<file path="src/rtl/seq_detector_n.sv">
// seq_detector_n: programmable DEPTH-step value/mask sequence monitor with one-hot state, match pulse and saturating count; SEQ_TIMEOUT_EN adds a stall timeout
module seq_detector_n #(
  parameter int IN_W   = 2,
  parameter int DEPTH  = 3,
  parameter int MODE   = 0,
  parameter int CNT_W  = 8,
  parameter int TO_CYC = 16
) (
  input  logic                  clk,
  input  logic                  rst_n,
  input  logic                  en,
  input  logic [IN_W-1:0]       in_sig,
  input  logic [DEPTH*IN_W-1:0] pat_val,
  input  logic [DEPTH*IN_W-1:0] pat_mask,
  input  logic                  clr_cnt,
  output logic [DEPTH-1:0]      state,
  output logic                  busy,
  output logic                  match,
  output logic [CNT_W-1:0]      match_cnt,
  output logic                  timeout
);
  logic [DEPTH-1:0] cond, step_d, state_d, state_q;
  logic [CNT_W-1:0] cnt_d, cnt_q;
  logic             legal, hit, expire, match_d, match_q, timeout_d, timeout_q;
  if (DEPTH < 2 || TO_CYC < 1) begin : g_bad_param
    $error("seq_detector_n: DEPTH must be >= 2 and TO_CYC >= 1");
  end
  for (genvar k = 0; k < DEPTH; k++) begin : g_cond
    assign cond[k] = ((in_sig ^ pat_val[k*IN_W +: IN_W]) & pat_mask[k*IN_W +: IN_W]) == '0;
  end
  always_comb begin
    legal     = state_q != '0 && (state_q & (state_q - 1'b1)) == '0;
    hit       = |(state_q & cond);
    step_d    = hit ? (state_q[DEPTH-1] ? DEPTH'(1) : state_q << 1)
              : (MODE == 0) ? ((!state_q[0] && cond[0]) ? DEPTH'(2) : DEPTH'(1))
              : state_q;
    state_d   = (!legal || expire) ? DEPTH'(1) : en ? step_d : state_q;
    match_d   = legal && en && hit && state_q[DEPTH-1];
    timeout_d = expire;
    cnt_d     = clr_cnt ? '0 : (match_d && cnt_q != '1) ? cnt_q + 1'b1 : cnt_q;
  end
`ifdef SEQ_TIMEOUT_EN
  localparam int TO_W = $clog2(TO_CYC + 1);
  logic [TO_W-1:0] to_d, to_q;
  logic            stall;
  // a step-1 restart leaves state unchanged, so it counts as a stall too
  always_comb begin
    stall  = legal && en && !state_q[0] && step_d == state_q;
    expire = stall && to_q == TO_W'(TO_CYC - 1);
    to_d   = (stall && !expire) ? to_q + 1'b1 : (legal && !en) ? to_q : '0;
  end
  always_ff @(posedge clk) begin
    if (!rst_n) to_q <= '0;
    else to_q <= to_d;
  end
`else
  assign expire = 1'b0;
`endif
  always_ff @(posedge clk) begin
    if (!rst_n) begin
      state_q   <= DEPTH'(1);
      match_q   <= 1'b0;
      cnt_q     <= '0;
      timeout_q <= 1'b0;
    end else begin
      state_q   <= state_d;
      match_q   <= match_d;
      cnt_q     <= cnt_d;
      timeout_q <= timeout_d;
    end
  end
  assign state     = state_q;
  assign busy      = ~state_q[0];
  assign match     = match_q;
  assign match_cnt = cnt_q;
  assign timeout   = timeout_q;
endmodule
</file>
<file path="config.mk">
export PLATFORM = sky130hd
export DESIGN_NAME = seq_detector_n
export DESIGN_NICKNAME = d
export VERILOG_FILES = /design/src/rtl/seq_detector_n.sv
export SDC_FILE = /design/constraint.sdc
export NUM_CORES = 1
export LEC_CHECK = 0
export CORE_MARGIN = 4
export CORE_UTILIZATION = 40
export CTS_BUF_LIST = sky130_fd_sc_hd__clkbuf_4
export DETAILED_ROUTE_END_ITERATION = 12
export GPL_TIMING_DRIVEN = 0
export PLACE_DENSITY_LB_ADDON = 0.2
export SETUP_SLACK_MARGIN = 0.15
export SLEW_MARGIN = 20
export SYNTH_ARGS = -nofsm -noshare
export SYNTH_HDL_FRONTEND = slang
export SYNTH_SLANG_ARGS = --single-unit
</file>
<file path="constraint.sdc">
create_clock -name clk -period 4.9 [get_ports clk]
set_clock_uncertainty 0.2 [all_clocks]
set_input_delay 1.225 -clock clk [delete_from_list [all_inputs] [get_ports clk]]
set_output_delay 1.225 -clock clk [all_outputs]
set_load 0.05 [all_outputs]
</file>
==> reports/metrics.yaml <==
run_status:
  status: "finished clean"
clock_network:
  cts-root-buf: "clkbuf_4"
  worstSkewPairLatency_ns: 0.27
  clkTransAtPathRegs_ns: 0.07
  clockBufferDepth: 2
  cts_sinks: 12
  post-cts-setup-buffers: 0
  cts.hold.buffers_added: 0
  cts_inserted_buffers: 3
  htree_levels: 1
  tritoncts: "built"
  ctsResizeCount: 0
power:
  power_switching_mw: 0.0865
  combPwrFrac_pct: 35.1
  switching_share_pct: 33.9
  clock_power_share_pct: 23.4
  p_int_mw: 0.169
  p_leak_nw: 0.408
  ir_drop_uv: 220
  sequentialPowerShare_pct: 41.5
  power.density_mw_per_mm2: 221
min_path:
  hp-class: "register to register"
die:
  die_h_um: 52.7
  dieArea_mm2: 0.00278
  rows: 15
  ios: 32
  die_w_um: 52.7
  core_area_mm2: 0.00180
  start_util_pct: 44.4
timing:
  fin_crit_sh_pct: 64.1
  max_slew.worst_pin.slew_ns: 0.694
  drv_slew: 0
  max_freq_mhz: 318
  setup-tns-final_ns: 0
  rsz0062_at_grt: "no"
  final_hold_viol_count: 0
  fin_crit_ns: 3.14
  worst_slack_ns: 1.76
  max_slew_margin_pct: 53.4
  finalSetupViolCount: 0
layout:
  final_util_pct: 64.0
  fillers: 178
  final_layout_size_suffix_gt1_share_pct: 7.81
  ff_latch_area_um2: 240
  multi_input_area_um2: 522
  diodes: 0
  nNetsFinal: 149
  area_growth_pct: 44.3
  stdcell_area_mm2: 0.00115
  fin_cells: 153
logic_synthesis:
  ys_seq_elements: 12
  synthDistinctLibCells: 44
  ys.flop_type: "dfxtp_1"
  synth_edf_count: 0
  syn_area_per_cell_um2: 8.42
  yosysMostFrequentCell: "dfxtp_1"
  synth_top_area_share_pct: 30.0
  yosysTopAreaCell: "dfxtp_1"
  synthesis.nets: 114
  syn-cell-area_um2: 800
  synthCells: 95
  synth_area_leaders: "dfxtp_1, xor2_1, a21oi_1"
  synth_common_cells: "dfxtp_1, nand2_1, a21oi_1"
  yosysSeqAreaShare_pct: 30.0
  synthArstFlopShare_pct: 0
  yosys_warnings: 0
place:
  post-dp-hpwl_um: 1590
  placed_area_mm2: 0.00113
  place_ws_ns: 1.62
  dp_cells: 150
  routabilityCongestion: 0.832
  port-buffer-count: 30
drt:
  antenna_left: 0
  dr.pass1.iters: 4
  wire_per_inst_um: 13.4
  wirelength_um: 2050
  vias: 863
  via_per_inst: 5.64
  drcViolationCount: 0
  drt_iter0_drc: 16
critical_path:
  crit_fanout: 9
  max_stage_delay_ns: 0.72
  arrival_ns: 1.72
  start_kind: "register"
  crit_slowest_cell: "clkdlybuf4s50_1"
  cp_data_required_time_ns: 3.47
  path_class: "register to primary output"
  worstPathCellList: "clkbuf_1, inv_1, clkdlybuf4s50_1"
  cp-end-kind: "primary output"
global_routing:
  grt_pass1_vias: 819
  groute.usage.overall_pct: 16.8
  grt_max_degree: 11
  overflow: 0
  antenna_found_initial: 0
  grt_pass1_wl_um: 3570
job:
  drv_cap: 0
==> state kept, by name (all words and copies together) (netlist names) <==
signal / count
state: 3
match: 1
match_cnt: 8
==> power by group through the flow <==
stage                     registers [mW]  logic, mW  clock network [mW]
after floorplan                    0.120     0.0441                   0
after global placement             0.108     0.0882                   0
after detailed placement           0.108     0.0895                   0
after CTS                          0.106     0.0898              0.0614
after global routing               0.107     0.0964              0.0687
final                              0.106     0.0897              0.0598
==> cells by family after synthesis <==
family,count (synthesis),share of synthesized area [%]
AND/OR/NAND/NOR,35,25.7
XOR/XNOR,7,7.67
flip-flops,12,30.0
adder cells (fa/ha/maj),1,1.56
buffers and inverters,9,4.69
other,1,0.469
AO/OA/AOI/OAI,30,29.9
==> final timing paths <==
kind	to	slack [ns]	startpoint	depth (start not counted)
worst min register to register	match_cnt[7]	0.33	match_cnt[7]	2
worst min-delay path	match_cnt[7]	0.33	match_cnt[7]	2
worst max register to register	match_cnt[3]	2.80	match_cnt[0]	5
worst max-delay path	busy	1.76	state[0]	3
==> metrics by stage <==
| stage | hold slack, ns | total power [mW] |
|---|---|---|
| CTS | 0.325 | 0.257 |
| floorplan | 0.512 | 0.164 |
| detailed placement | 0.314 | 0.197 |
| global placement | 0.297 | 0.196 |
| global route | 0.351 | 0.272 |
| finish | 0.326 | 0.255 |
==> placed cells by master, fill, tap and decap left out, types with 2 or more instances in the layout <==
master / instances
clkdlybuf4s50_1: 30
dfxtp_1: 12
nand2_1: 7
a21oi_1: 6
xor2_1: 5
nor2_1: 5
inv_1: 4
nand3_1: 4
nor3_1: 4
o31ai_1: 3
o21ai_0: 3
clkbuf_4: 3
clkbuf_1: 2
xnor2_1: 2
nand2b_1: 2
or3_1: 2
nor2b_1: 2
a31oi_1: 2
a41o_1: 2
or4_1: 2
==> metal layers <==
layer / share of wire (%) / global-route usage, % / vias to the layer above
met5: 0 / 0 / -
met1: 46 / 21.5 / 392
met3: 8.1 / 5.13 / 5
met4: 1.1 / 3.83 / 0
met2: 44 / 27.3 / 34
li1: - / - / 432
==> area by class of cell <==
class / count / share of cell area (%)
Inverter: 5 / 1.63
Timing Repair Buffer: 30 / 26.0
Buffer: 4 / 1.63
Tap cell: 25 / 2.71
Sequential cell: 12 / 20.8
Multi-Input combinational cell: 74 / 45.2
Clock buffer: 3 / 1.95
==> critical path, delay by kind of cell (launching register included) <==
family   cells  cell delay [ns]
buf+inv      3             1.12
flops        1             0.33
Note: power is estimated with default switching activity, not from simulation.
==> variant (same flow settings) <==
The parameter `MODE` goes from 0 to 1.
--- a/src/rtl/seq_detector_n.sv
+++ b/src/rtl/seq_detector_n.sv
@@ -4,3 +4,3 @@
   parameter int DEPTH  = 3,
-  parameter int MODE   = 0,
+  parameter int MODE   = 1,
   parameter int CNT_W  = 8,
Formal check against the unedited RTL: not equivalent (Yosys sat finds a counterexample within 4 cycles, from zero or initial values and one cycle with rst_n low).
==> variant against the unedited design <==
Worst setup slack got worse by 0.0079 ns; wire length decreased by 17%; sequential cell count unchanged; fmax decreased by 0.25%; cell area decreased by 7.3%; area after synthesis decreased by 11%.
Power is not compared: it rests on default switching activity, and its combinational part moved more than twofold at a synthesized area within 25%.
==> variant: results (changes against the unedited design) <==
\begin{tabular}{lr}
\hline
Metric & Value \\
\hline
\multicolumn{2}{l}{\textbf{Final layout}} \\
Share of final-layout standard cells stronger than drive strength 1 & 6.96\% (-0.86 points) \\
Max reg flops & 8 (unchanged) \\
Total Nets Final & 135 (-9.4\%) \\
Total of fill cells in the finished design & 125 (-30\%) \\
\multicolumn{2}{l}{\textbf{Outcome}} \\
Outcome & finished clean \\
\multicolumn{2}{l}{\textbf{Placement}} \\
Gp weighted congestion & 0.890 (+6.9\%) \\
Worst setup slack after placement & 1.45 ns (-0.163 ns) \\
Hpwl dp & 1.36 mm (-14\%) \\
Post-detailed-placement cell area & 1040 um\^{}2 (-7.7\%) \\
\multicolumn{2}{l}{\textbf{Power}} \\
Lkg Pwr & 0.384 nW \\
Pwr/cell area & around 190 nW/um\^{}2 \\
\multicolumn{2}{l}{\textbf{Synth}} \\
Number of distinct library cell variants in the gate-level netlist after synthesis & 37 (-16\%) \\
Mapped Nets & 100 (-12\%) \\
Synth Warn \# & 0 (unchanged) \\
Adder-cell share of the synthesized area & 1.75\% (+0.19 points) \\
Multiplexer share of the synthesized area & 2.98\% (+3.0 points) \\
Portion of the post-synthesis area used by sequential elements & 33.7\% (+3.6 points) \\
Xor and xnor fraction of the mapped netlist area & 7.37\% (-0.30 points) \\
Compound-cell area share of the yosys netlist & 22.3\% (-7.6 points) \\
Most frequent cells after synthesis & dfxtp\_1 (12), nand3\_1 (7), xor2\_1 (6) \\
Top cells by area, synth & dfxtp\_1 (34\%), xor2\_1 (7.4\%), nand3\_1 (4.9\%) \\
\multicolumn{2}{l}{\textbf{Route}} \\
Routed WL per cell & 12.2 um (-9.0\%) \\
Average via count per standard cell & 5.36 (-5.0\%) \\
Initial DRC count & 16 (unchanged) \\
\multicolumn{2}{l}{\textbf{GRT}} \\
Gr usage total & 14.2\% (-2.6 points) \\
Via count of the first global-routing pass & 683 (-17\%) \\
Global-route wire length before repair & 2.81 mm (-21\%) \\
\multicolumn{2}{l}{\textbf{STA}} \\
Worst slew margin relative to its limit & 56.9\% (+3.5 points) \\
Setup TNS after final layout & 0 ns (unchanged) \\
\multicolumn{2}{l}{\textbf{Clock network}} \\
Number of buffers on the longest clock path & 2 (unchanged) \\
Number of cells upsized or downsized after cts & 0 (unchanged) \\
\multicolumn{2}{l}{\textbf{Critical path}} \\
Data arrival, critical path & 3.10 ns (+1.38 ns) \\
Highest net fanout along the worst path & 10 (+1) \\
\hline
\end{tabular}
## variant: changes by cell type after synthesis, sizes merged, moves of 2 or more
| cell | change |
|---|---|
| o21a | +2 |
| nand4 | +3 |
| nand3 | +3 |
| inv | -2 |
| clkbuf | -2 |
| nand2 | -4 |
| nor3 | -4 |
| a41o | -2 |
| xnor2 | -2 |
## variant: final cells by class
cell class / count / area share (%)
Sequential cell: 12 / 22.5
Inverter: 3 / 1.05
Tap cell: 24 / 2.81
Timing Repair Buffer: 30 / 28.1
Multi-Input combinational cell: 63 / 41.3
Clock inverter: 1 / 0.351
Buffer: 3 / 1.87
Clock buffer: 3 / 2.11
## variant: per-layer routing
metal | up-vias | track usage (%) | share of wire (%)
met5 | - | 0 | 0
met2 | 35 | 24.1 | 49
met3 | 2 | 3.55 | 9.8
met4 | 0 | 5.53 | 0.77
li1 | 375 | - | -
met1 | 333 | 17.0 | 40
## variant: logic make-up (layout without fill, tap and decap cells)
logic type	count (synthesis)	count (layout)
AOI/OAI and AO/OA	23	23
and+or+nand+nor	30	30
muxes	2	2
other	1	1
xor gates and xnor gates	6	6
DFF	12	12
adders and majority gates	1	1
buffers and inverters	6	40
## variant: metrics by stage
step | instances | total power, W
2_1_floorplan | 81 | 0.000124
3_3_place_gp | 135 | 0.000146
3_5_place_dp | 135 | 0.000147
4_1_cts | 139 | 0.000210
5_1_grt | 139 | 0.000217
6_report | 139 | 0.000206
## variant: worst paths after layout
path	startpoint	end	slack, ns	depth (start not counted)
max	in_sig[1]	match_cnt[7]	1.75	6
min	match_cnt[6]	match_cnt[6]	0.32	1
min reg2reg	match_cnt[6]	match_cnt[6]	0.32	1
max reg2reg	state[2]	match_cnt[7]	2.95	5
## variant: where the power goes
group	internal, W	leakage (nW)	switching (W)
Clock	0.0000294	0.0154	0.0000316
Sequential	0.0000990	0.0969	0.00000252
Combinational	0.0000217	0.272	0.0000214
Total	0.000150	0.384	0.0000556
## variant: worst max-delay path, cell delays in order
cell and delay (ns):
clkdlybuf4s50_1 0.48, xor2_1 0.20, a221o_1 0.41, buf_4 0.20, nor4_4 0.25, mux2_1 0.34
